<file path="src/rtl/gen_con.sv">
// gen_con: keypad operand accumulation, operator latch and single-cycle
// add/sub/mul for the 16-bit signed calculator.
module gen_con (
  input  logic        clk,
  input  logic        nRST,
  input  logic [3:0]  keypad_input,
  input  logic        read_input,
  input  logic [2:0]  operator_input,
  input  logic        equal_input,
  output logic        complete,
  output logic [15:0] display_output
);

  typedef enum logic [1:0] {ENTRY_A, ENTRY_B, DONE} state_t;

  state_t      state, state_n;
  logic [15:0] acc_a, acc_a_n;
  logic [15:0] acc_b, acc_b_n;
  logic [15:0] result, result_n;
  logic [2:0]  op, op_n;
  logic        rd_q;
  logic        digit_ok;
  logic        op_onehot;

  always_ff @(posedge clk) begin
    if (!nRST) begin
      state  <= ENTRY_A;
      acc_a  <= '0;
      acc_b  <= '0;
      result <= '0;
      op     <= '0;
      rd_q   <= 1'b0;
    end else begin
      state  <= state_n;
      acc_a  <= acc_a_n;
      acc_b  <= acc_b_n;
      result <= result_n;
      op     <= op_n;
      rd_q   <= read_input;
    end
  end

  // Only the rising edge of the strobe counts, so a held key adds one digit.
  assign digit_ok  = read_input && !rd_q && (keypad_input <= 4'd9);
  assign op_onehot = (operator_input == 3'b001) || (operator_input == 3'b010) ||
                     (operator_input == 3'b100);

  always_comb begin
    state_n  = state;
    acc_a_n  = acc_a;
    acc_b_n  = acc_b;
    result_n = result;
    op_n     = op;
    case (state)
      ENTRY_A: begin
        if (digit_ok)
          acc_a_n = acc_a * 16'd10 + {12'd0, keypad_input};
        if (op_onehot) begin
          op_n    = operator_input;
          state_n = ENTRY_B;
        end
      end
      ENTRY_B: begin
        if (equal_input) begin
          case (op)
            3'b001:  result_n = acc_a + acc_b;
            3'b010:  result_n = acc_a - acc_b;
            3'b100:  result_n = acc_a * acc_b;
            default: result_n = '0;
          endcase
          state_n = DONE;
        end else if (digit_ok) begin
          acc_b_n = acc_b * 16'd10 + {12'd0, keypad_input};
        end
      end
      DONE:    ;
      default: state_n = ENTRY_A;
    endcase
  end

  always_comb begin
    complete       = (state == DONE);
    display_output = '0;
    case (state)
      ENTRY_A: display_output = acc_a;
      ENTRY_B: display_output = acc_b;
      DONE:    display_output = result;
      default: display_output = '0;
    endcase
  end

endmodule

</file>
<file path="config.mk">
export PLATFORM = sky130hd
export DESIGN_NAME = gen_con
export DESIGN_NICKNAME = d
export VERILOG_FILES = /design/src/rtl/gen_con.sv
export SDC_FILE = /design/constraint.sdc
export NUM_CORES = 1
export LEC_CHECK = 0
export CAP_MARGIN = 20
export CORE_UTILIZATION = 60
export DETAILED_ROUTE_END_ITERATION = 8
export MAX_ROUTING_LAYER = met4
export PLACE_DENSITY = 0.77
export SLEW_MARGIN = 0
export SYNTH_ARGS = -nofsm -noshare
export SYNTH_HDL_FRONTEND = slang
export SYNTH_SLANG_ARGS = --single-unit
</file>
<file path="constraint.sdc">
create_clock -name clk -period 17 [get_ports clk]
set_input_delay 2.55 -clock clk [delete_from_list [all_inputs] [get_ports clk]]
set_output_delay 2.55 -clock clk [all_outputs]
set_load 0.01 [all_outputs]
</file>
[Word level (Yosys, flattened, before mapping)]
Index checks and enable logic that the tools add are counted.
Cells by class
  bitwise operators: 2
  multiply operators: 3
  magnitude comparators: 1
  muxes and demuxes: 5
  add/subtract/negate cells: 4
  reductions and logical operators: 11
  equal/unequal tests: 10
Operators with widths (count)
  $pmux W16 S3: 2
  $add A16 B4 Y16: 2
  $mul A16 B3 Y15 const B: 2
  $add A16 B16 Y16: 1
  $mul A16 B16 Y16: 1
  $sub A16 B16 Y16: 1
  $eq A3 B1 Y1 const B: 2
  $eq A3 B2 Y1 const B: 2
  $eq A3 B3 Y1 const B: 2
  $pmux W2 S3: 1
  $reduce_and A2 Y1: 3
  $reduce_and A3 Y1: 2
  $le A4 B4 Y1 const B: 1
  $mux W2: 2
  $ne A2 B2 Y1 const B: 2
  $eq A2 B1 Y1 const B: 1
  $eq A2 B2 Y1 const B: 1
  $logic_and A1 B1 Y1: 2
  $logic_not A2 Y1: 1
  $logic_or A1 B1 Y1: 2
  $not A1 Y1: 2
  $logic_not A1 Y1: 1
Storage, ports and cells
  input port bits: 11
  register bits after elaboration: 54
  word-level logic and storage cells: 42
  output and inout bits: 17

[Longest topological paths before layout]
Gate-level depths: netlist of the first run.
  depth in word-level cells: 5
  depth in mapped cells: 23
  gate-level depth less buffers: 21

[Least setup slack after synthesis of the first run]
Ideal clock, no wire load.
  path type: register to register
  start point: register acc_b[2]
  end point: register result[12]
  data required time: 16877 ps
  arrival time: 5559 ps
  buffers on the path: 2
  stages on the path, launching flop included: 22
  library setup time: 123 ps
  path slack: 11318 ps
  path through: dfxtp_1 clkbuf_1 clkbuf_1 and2_1 fa_1 fa_1 ha_1 fa_1 inv_1 fa_1 fa_1 inv_1 ha_1 or3_1 a311o_1 a31oi_1 nor2b_1 o21ai_1 nor2b_1 xnor2_1 a221oi_1 nor3_1
On the way
  word-level cells in the longest chain between the ends: 2
RTL lines
  from (decl): RTL line 18  | logic [15:0] acc_b, acc_b_n;
  from (signal assigned): RTL line 36  | acc_b <= acc_b_n;
  $mul A16 B16 Y16 (tied with other cells): RTL line 68  | 3'b100: result_n = acc_a * acc_b;
  $pmux W16 S3 *: RTL line 65  | case (op)
  to (signal assigned): RTL line 37  | result <= result_n;
  to (decl): RTL line 19  | logic [15:0] result, result_n;
Every way passes the cells marked *; elsewhere a longest branch is shown, timed or not.
A chain may end at the register's enable or synchronous reset.

[Worst setup path after layout of the first run]
Ends and elaborated chain as after synthesis.

==> results of run 1 <==
## worst paths after layout
check,start,endpoint
worst max-delay path,acc_b[2],result[12]
worst min-delay path,result[2],result[2]
worst max register to register,acc_b[2],result[12]
worst min register to register,result[2],result[2]
## critical path: cells and delay by family, from the launching register on
family	cells	cell delay, ns
fa+ha+maj	7	2.90
flops	1	0.83
xor+xnor	1	0.08
simple gates	5	0.94
compound gates	4	0.96
buf+inv	2	0.09
## logic make-up (layout without fill, tap and decap cells)
kind of cell             count (synthesis)  in the layout  synth area share, %
AO/OA/AOI/OAI                          196            196                 14.3
XOR/XNOR                               106            106                 10.2
adder cells (fa/ha/maj)                203            203                 34.6
buffers and inverters                  184            177                 7.51
flip-flops                              54             54                 11.8
multiplexers                            26             26                 2.83
AND/OR/NAND/NOR                        351            351                 18.9
## synthesized netlist by cell type (all sizes together), types with 15 or more instances
master | count | area [um^2]
mux2i | 26 | 260
and2 | 74 | 463
o21a | 17 | 129
xor2 | 32 | 280
o22ai | 15 | 93.8
nor3 | 20 | 100
xnor2 | 74 | 656
ha | 118 | 1480
inv | 129 | 484
fa | 85 | 1700
dfxtp | 54 | 1080
clkbuf | 52 | 195
a21oi | 40 | 200
nand2 | 114 | 428
nor2 | 80 | 303
a211oi | 23 | 183
o21ai | 39 | 195
## metal layers
layer | part of all wire (%) | global-route usage, % | wire length, um
met5 | 0 | - | 0
met4 | 2.8 | 10.4 | 655
met3 | 7.0 | 3.44 | 1630
met2 | 46 | 49.3 | 10700
met1 | 44 | 41.9 | 10300
## state kept, by name, summed over array words and instances, names as in the netlist
register / cells
acc_a: 16
acc_b: 16
op: 3
rd_q: 1
result: 16
state: 2
## area by class of cell
class	instances	share of cell area (%)
Clock inverter	2	0.385
Tap cell	184	2.36
Clock buffer	6	1.32
Inverter	130	5.00
Sequential cell	54	11.1
Timing Repair Buffer	39	3.70
Multi-Input combinational cell	882	76.1
## per-stage QoR
step                      power [W]  std cells  setup slack, ns  utilization [%]
after CTS                  0.000439       1297            11.08             66.1
after floorplan            0.000271       1120            11.32                -
after global placement     0.000317       1289            11.21             65.0
after global routing       0.000463       1297            10.73             66.1
after detailed placement   0.000319       1289            11.06             65.0
final                      0.000443       1297            11.05             66.1
## where the power goes
part	total, W	internal [W]	switching (W)
clock network	0.000122	0.0000698	0.0000522
registers	0.000151	0.000134	0.0000173
logic	0.000170	0.0000735	0.0000962
==> results.yml, run 1 <==
outcome:
  status: "completed"
global_route:
  grt_max_degree: 43
  grt_pass1_vias: 7467
  grt_usage_pct: 31.2
  grt_pass1_wl_um: 37800
  global_route.overflow_total: 0
  antenna_found_initial: 0
logic_synthesis:
  yosys_most_used_dff: "sky130_fd_sc_hd__dfxtp_1"
  synth.yosys.warnings: 0
  number_of_synthesized_flops_with_an_enable_pin: 0
  synth.ff_latch_count: 54
  synth_async_sr_flop_share_pct: 0
  synth_sequential_area_ratio_pct: 11.8
  syn_area_per_cell_um2: 8.21
  synth.net_count: 1334
  netlist_area_mm2: 0.00919
  post_synth_num_cell_types: 61
  post_synth_inst_count: 1120
critical_path:
  slowest_delay_ns: 0.83
  rr_worst_depth: 19
  crit_path_start_kind: "flip-flop"
  worst_case_register_to_register_setup_slack_ns: 11.05
  most_prevalent_standard_cell_on_the_critical_path: "sky130_fd_sc_hd__fa_1"
  timing.critical_path.to_type: "flip-flop"
  crit_path_top_delay_cell: "sky130_fd_sc_hd__dfxtp_1"
  crit_chain: "and2_1 -> fa_1 -> fa_1 -> ha_1 -> fa_1 -> inv_1 -> fa_1 -> fa_1 -> inv_1 -> ha_1 -> or3_1 -> a311o_1 -> a31oi_1 -> nor2b_1 -> o21ai_1 -> nor2b_1 -> xnor2_1 -> a221oi_1 -> nor3_1"
  critical_path_peak_fanout: 21
  crit_required_ns: 17.18
  path_class: "flip-flop to flip-flop"
  arrival_ns: 6.13
routing:
  first_iter_violations: 580
  remaining_drc_errors: 0
  post_drt_wl_per_cell_um: 17.9
  detailroute.via_count: 7723
  postRouteWirelength_um: 23200
  routed_antenna_nets: 0
  detail_route.vias_per_cell: 5.95
  dr.pass1.iters: 5
sta:
  finalSetupTns_ns: 0
  slew_viol_final: 0
  worstMarginPinSlew_ns: 1.05
  holdWs_ns: 0.503
  min_period_ns: 5.95
  timing.final.crit_share_pct: 35.0
  finalSetupViolations: 0
  grt_setup_unrepaired: "false"
  clock-skew-final_ns: 0.0141
  slew_headroom_pct: 29.5
  fmax_ghz: 0.168
  timing_hold_violations_final: 0
hold_path:
  timing.hold.worst.class: "flip-flop to flip-flop"
  min_delay_path_depth: 2
power_and_ir_drop:
  p_per_area_mw_per_mm2: 45.4
  peakVddDrop_mv: 0.0584
  total_leakage_power_nw: 4.42
layout:
  seq_area_mm2: 0.00108
  num-fill-cells: 1245
  antenna_cells: 0
  multi_input_area_mm2: 0.00743
  fin_nets: 1326
  fraction_of_layout_cells_with_a_size_suffix_above_1_pct: 3.32
  layout_common_cells: "sky130_fd_sc_hd__inv_1 (129), sky130_fd_sc_hd__ha_1 (118), sky130_fd_sc_hd__nand2_1 (114)"
  area_growth_syn_to_layout_pct: 6.08
  final_common_cell: "sky130_fd_sc_hd__inv_1"
  postLayoutCellArea_mm2: 0.00975
clock_tree:
  worst_path_clk_slew_ns: 0.08
  ctsHoldBuffers: 0
  cts_buffers: 5
  postCtsSetupRepairBufs: 0
  cts.root.buffer_cell: "sky130_fd_sc_hd__clkbuf_16"
  tritoncts: "yes"
  cts_sinks: 54
  post_cts_resize_count: 0
  ctsHtreeMaxLevel: 2
  worst_skew_pair.late_latency_ns: 0.31
  cts-root-to-sink-buffers: 2
placed_design:
  dpl.hpwl_um: 18200
  place_area_mm2: 0.00959
  placer_congestion: 0.953
  place.port_buffers: 27
die:
  initial_core_util_pct: 62.3
  placeableCoreArea_mm2: 0.0148
  pin_count: 28
  die_area_mm2: 0.0158
  chipWidth_um: 126
  chip_height_um: 126
  floorplan.rows: 44
job:
  number_of_max_cap_violations: 0
No activity file was read; power rests on OpenSTA's default activity.
==> run 2: changes to the inputs <==
- CORE_UTILIZATION: 60 -> 58
- PLACE_DENSITY: 0.77 -> 0.78
- clock period: 17 -> 5.05 ns (I/O delays scaled with it)
==> run 2 against run 1 <==
  * The run now ends with negative setup slack left
  * Total power grew to 3.4 times the previous value
  * Non-clock buffer count is 86 higher
  * Clock power grew to 3.1 times the previous value
  * First-iteration DRC count is 0.17% lower
  * Hold slack worse by 0.0050 ns
  * Setup slack worse by 11 ns
==> results.yml, run 2 (synthesized netlist as in run 1, its figures left out) <==
critical_path:
  timing.critical_path.depth: 20
  path_class: "flip-flop to flip-flop"
  timing.critical_path.to_type: "flip-flop"
  arrival_ns: 5.46
  crit_chain: "buf_12 -> and2_4 -> fa_1 -> fa_1 -> ha_2 -> fa_1 -> inv_2 -> fa_1 -> fa_1 -> inv_1 -> ha_2 -> or3_1 -> a311o_1 -> a31oi_2 -> nor2b_2 -> o21ai_2 -> nor2b_4 -> xnor2_1 -> a221oi_1 -> nor3_1"
  most_prevalent_standard_cell_on_the_critical_path: "sky130_fd_sc_hd__fa_1"
  crit_path_start_kind: "flip-flop"
  cp.buffers_inverters: 3
  slowest_delay_ns: 0.50
  path_delay_family: "adder cells"
  rr_worst_depth: 20
  crit_path_top_delay_cell: "sky130_fd_sc_hd__fa_1"
  critical_path_peak_fanout: 5
  crit_required_ns: 5.22
layout:
  area_growth_syn_to_layout_pct: 16.5
  fin_nets: 1412
  fraction_of_layout_cells_with_a_size_suffix_above_1_pct: 15.3
  final_common_cell: "sky130_fd_sc_hd__inv_1"
  layout_common_cells: "sky130_fd_sc_hd__inv_1 (119), sky130_fd_sc_hd__nand2_1 (114), sky130_fd_sc_hd__ha_1 (106)"
  postLayoutCellArea_mm2: 0.0107
  largestRegisters: "acc_a (16), acc_b (16), result (16)"
  antenna_cells: 0
  num-fill-cells: 1255
placed_design:
  placer_congestion: 0.956
  dpl.hpwl_um: 20300
  place_area_mm2: 0.0103
  place.port_buffers: 27
global_route:
  antenna_found_initial: 0
  grt_pass1_wl_um: 40100
  grt_usage_pct: 32.4
  global_route.overflow_total: 0
  grt_max_degree: 43
  grt_pass1_vias: 7732
sta:
  grt_setup_unrepaired: "true"
  timing.final.crit_share_pct: 105
  slew_viol_final: 0
  min_period_ns: 5.29
  finalSetupViolations: 3
  setup_ws_ns: -0.242
  slew_headroom_pct: 34.9
  finalSetupTns_ns: -0.578
  worstMarginPinSlew_ns: 0.972
  fmax_ghz: 0.189
  clock-skew-final_ns: 0.00624
  timing_hold_violations_final: 0
routing:
  routed_antenna_nets: 0
  post_drt_wl_per_cell_um: 17.7
  detail_route.vias_per_cell: 5.71
  first_iter_violations: 579
  detailroute.via_count: 8058
  postRouteWirelength_um: 25000
  remaining_drc_errors: 0
  dr.pass1.iters: 5
clock_tree:
  worst_skew_pair.late_latency_ns: 0.30
  cts.root.buffer_cell: "sky130_fd_sc_hd__clkbuf_16"
  ctsHoldBuffers: 0
  worst_path_clk_slew_ns: 0.07
  cts_sinks: 54
  ctsHtreeMaxLevel: 2
  cts-root-to-sink-buffers: 2
  cts_buffers: 5
  tritoncts: "yes"
die:
  placeableCoreArea_mm2: 0.0153
  initial_core_util_pct: 60.0
  chipWidth_um: 128
  pin_count: 28
  floorplan.rows: 45
  die_area_mm2: 0.0164
  chip_height_um: 128
power_and_ir_drop:
  peakVddDrop_mv: 0.209
  total_leakage_power_nw: 4.88
  p_per_area_mw_per_mm2: 139
hold_path:
  min_delay_path_depth: 2
  timing.hold.worst.class: "flip-flop to flip-flop"
job:
  number_of_max_cap_violations: 0
outcome:
  failed_checks: "negative setup slack"
  status: "complete, but fails checks"
-- run 2: final timing paths --
check | start | slack [ns] | to
setup / recovery | acc_b[4] | -0.24 | result[12]
hold / removal | result[5] | 0.50 | result[5]
setup reg to reg | acc_b[4] | -0.24 | result[12]
hold reg to reg | result[5] | 0.50 | result[5]
-- run 2: final cells by class --
cell class / count / area [um^2] / area share, %
Clock inverter: 2 / 16.3 / 0.152
Inverter: 130 / 488 / 4.56
Tap cell: 211 / 264 / 2.46
Timing Repair Buffer: 125 / 1050 / 9.84
Sequential cell: 54 / 1120 / 10.5
Clock buffer: 6 / 139 / 1.30
Multi-Input combinational cell: 882 / 7630 / 71.2
-- run 2: repair_timing --
| item | in CTS | in global routing |
|---|---|---|
| gates resized for setup | 27 | 34 |
| setup buffers | 4 | 3 |
| gates cloned | 0 | 0 |
| setup endpoints to repair | 6 | 7 |
| pin swaps | 21 | 29 |
-- run 2: routing by layer --
| metal | global-route usage [%] | share of wire, % |
|---|---|---|
| met1 | 43.4 | 44 |
| met3 | 3.80 | 6.3 |
| met4 | 8.51 | 2.5 |
| met2 | 52.1 | 47 |
| met5 | - | 0 |
-- run 2: power by group --
group | switching (W) | internal [W] | total (W)
clock network | 0.000173 | 0.000200 | 0.000373
logic | 0.000348 | 0.000283 | 0.000630
registers | 0.0000391 | 0.000449 | 0.000488
-- run 2: worst register-to-register path: stages, from the launching register on --
cell,delay (ns)
sky130_fd_sc_hd__dfxtp_4,0.36
sky130_fd_sc_hd__buf_12,0.13
sky130_fd_sc_hd__and2_4,0.15
sky130_fd_sc_hd__fa_1,0.46
sky130_fd_sc_hd__fa_1,0.47
sky130_fd_sc_hd__ha_2,0.19
sky130_fd_sc_hd__fa_1,0.50
sky130_fd_sc_hd__inv_2,0.05
sky130_fd_sc_hd__fa_1,0.49
sky130_fd_sc_hd__fa_1,0.49
sky130_fd_sc_hd__inv_1,0.05
sky130_fd_sc_hd__ha_2,0.17
sky130_fd_sc_hd__or3_1,0.32
sky130_fd_sc_hd__a311o_1,0.29
sky130_fd_sc_hd__a31oi_2,0.18
sky130_fd_sc_hd__nor2b_2,0.07
sky130_fd_sc_hd__o21ai_2,0.17
sky130_fd_sc_hd__nor2b_4,0.16
sky130_fd_sc_hd__xnor2_1,0.07
sky130_fd_sc_hd__a221oi_1,0.29
sky130_fd_sc_hd__nor3_1,0.09
-- run 2: stage by stage --
stage | hold WS [ns] | total power, W | setup WS [ns] | std cells | utilization [%]
2_1_floorplan | 0.468 | 0.000916 | -0.220 | 1120 | -
5_1_grt | 0.538 | 0.00157 | -0.403 | 1410 | 69.9
3_5_place_dp | 0.490 | 0.00110 | -0.408 | 1394 | 67.0
3_3_place_gp | 0.484 | 0.00109 | -0.283 | 1394 | 67.0
4_1_cts | 0.500 | 0.00147 | -0.248 | 1406 | 68.7
6_report | 0.498 | 0.00149 | -0.242 | 1410 | 69.9
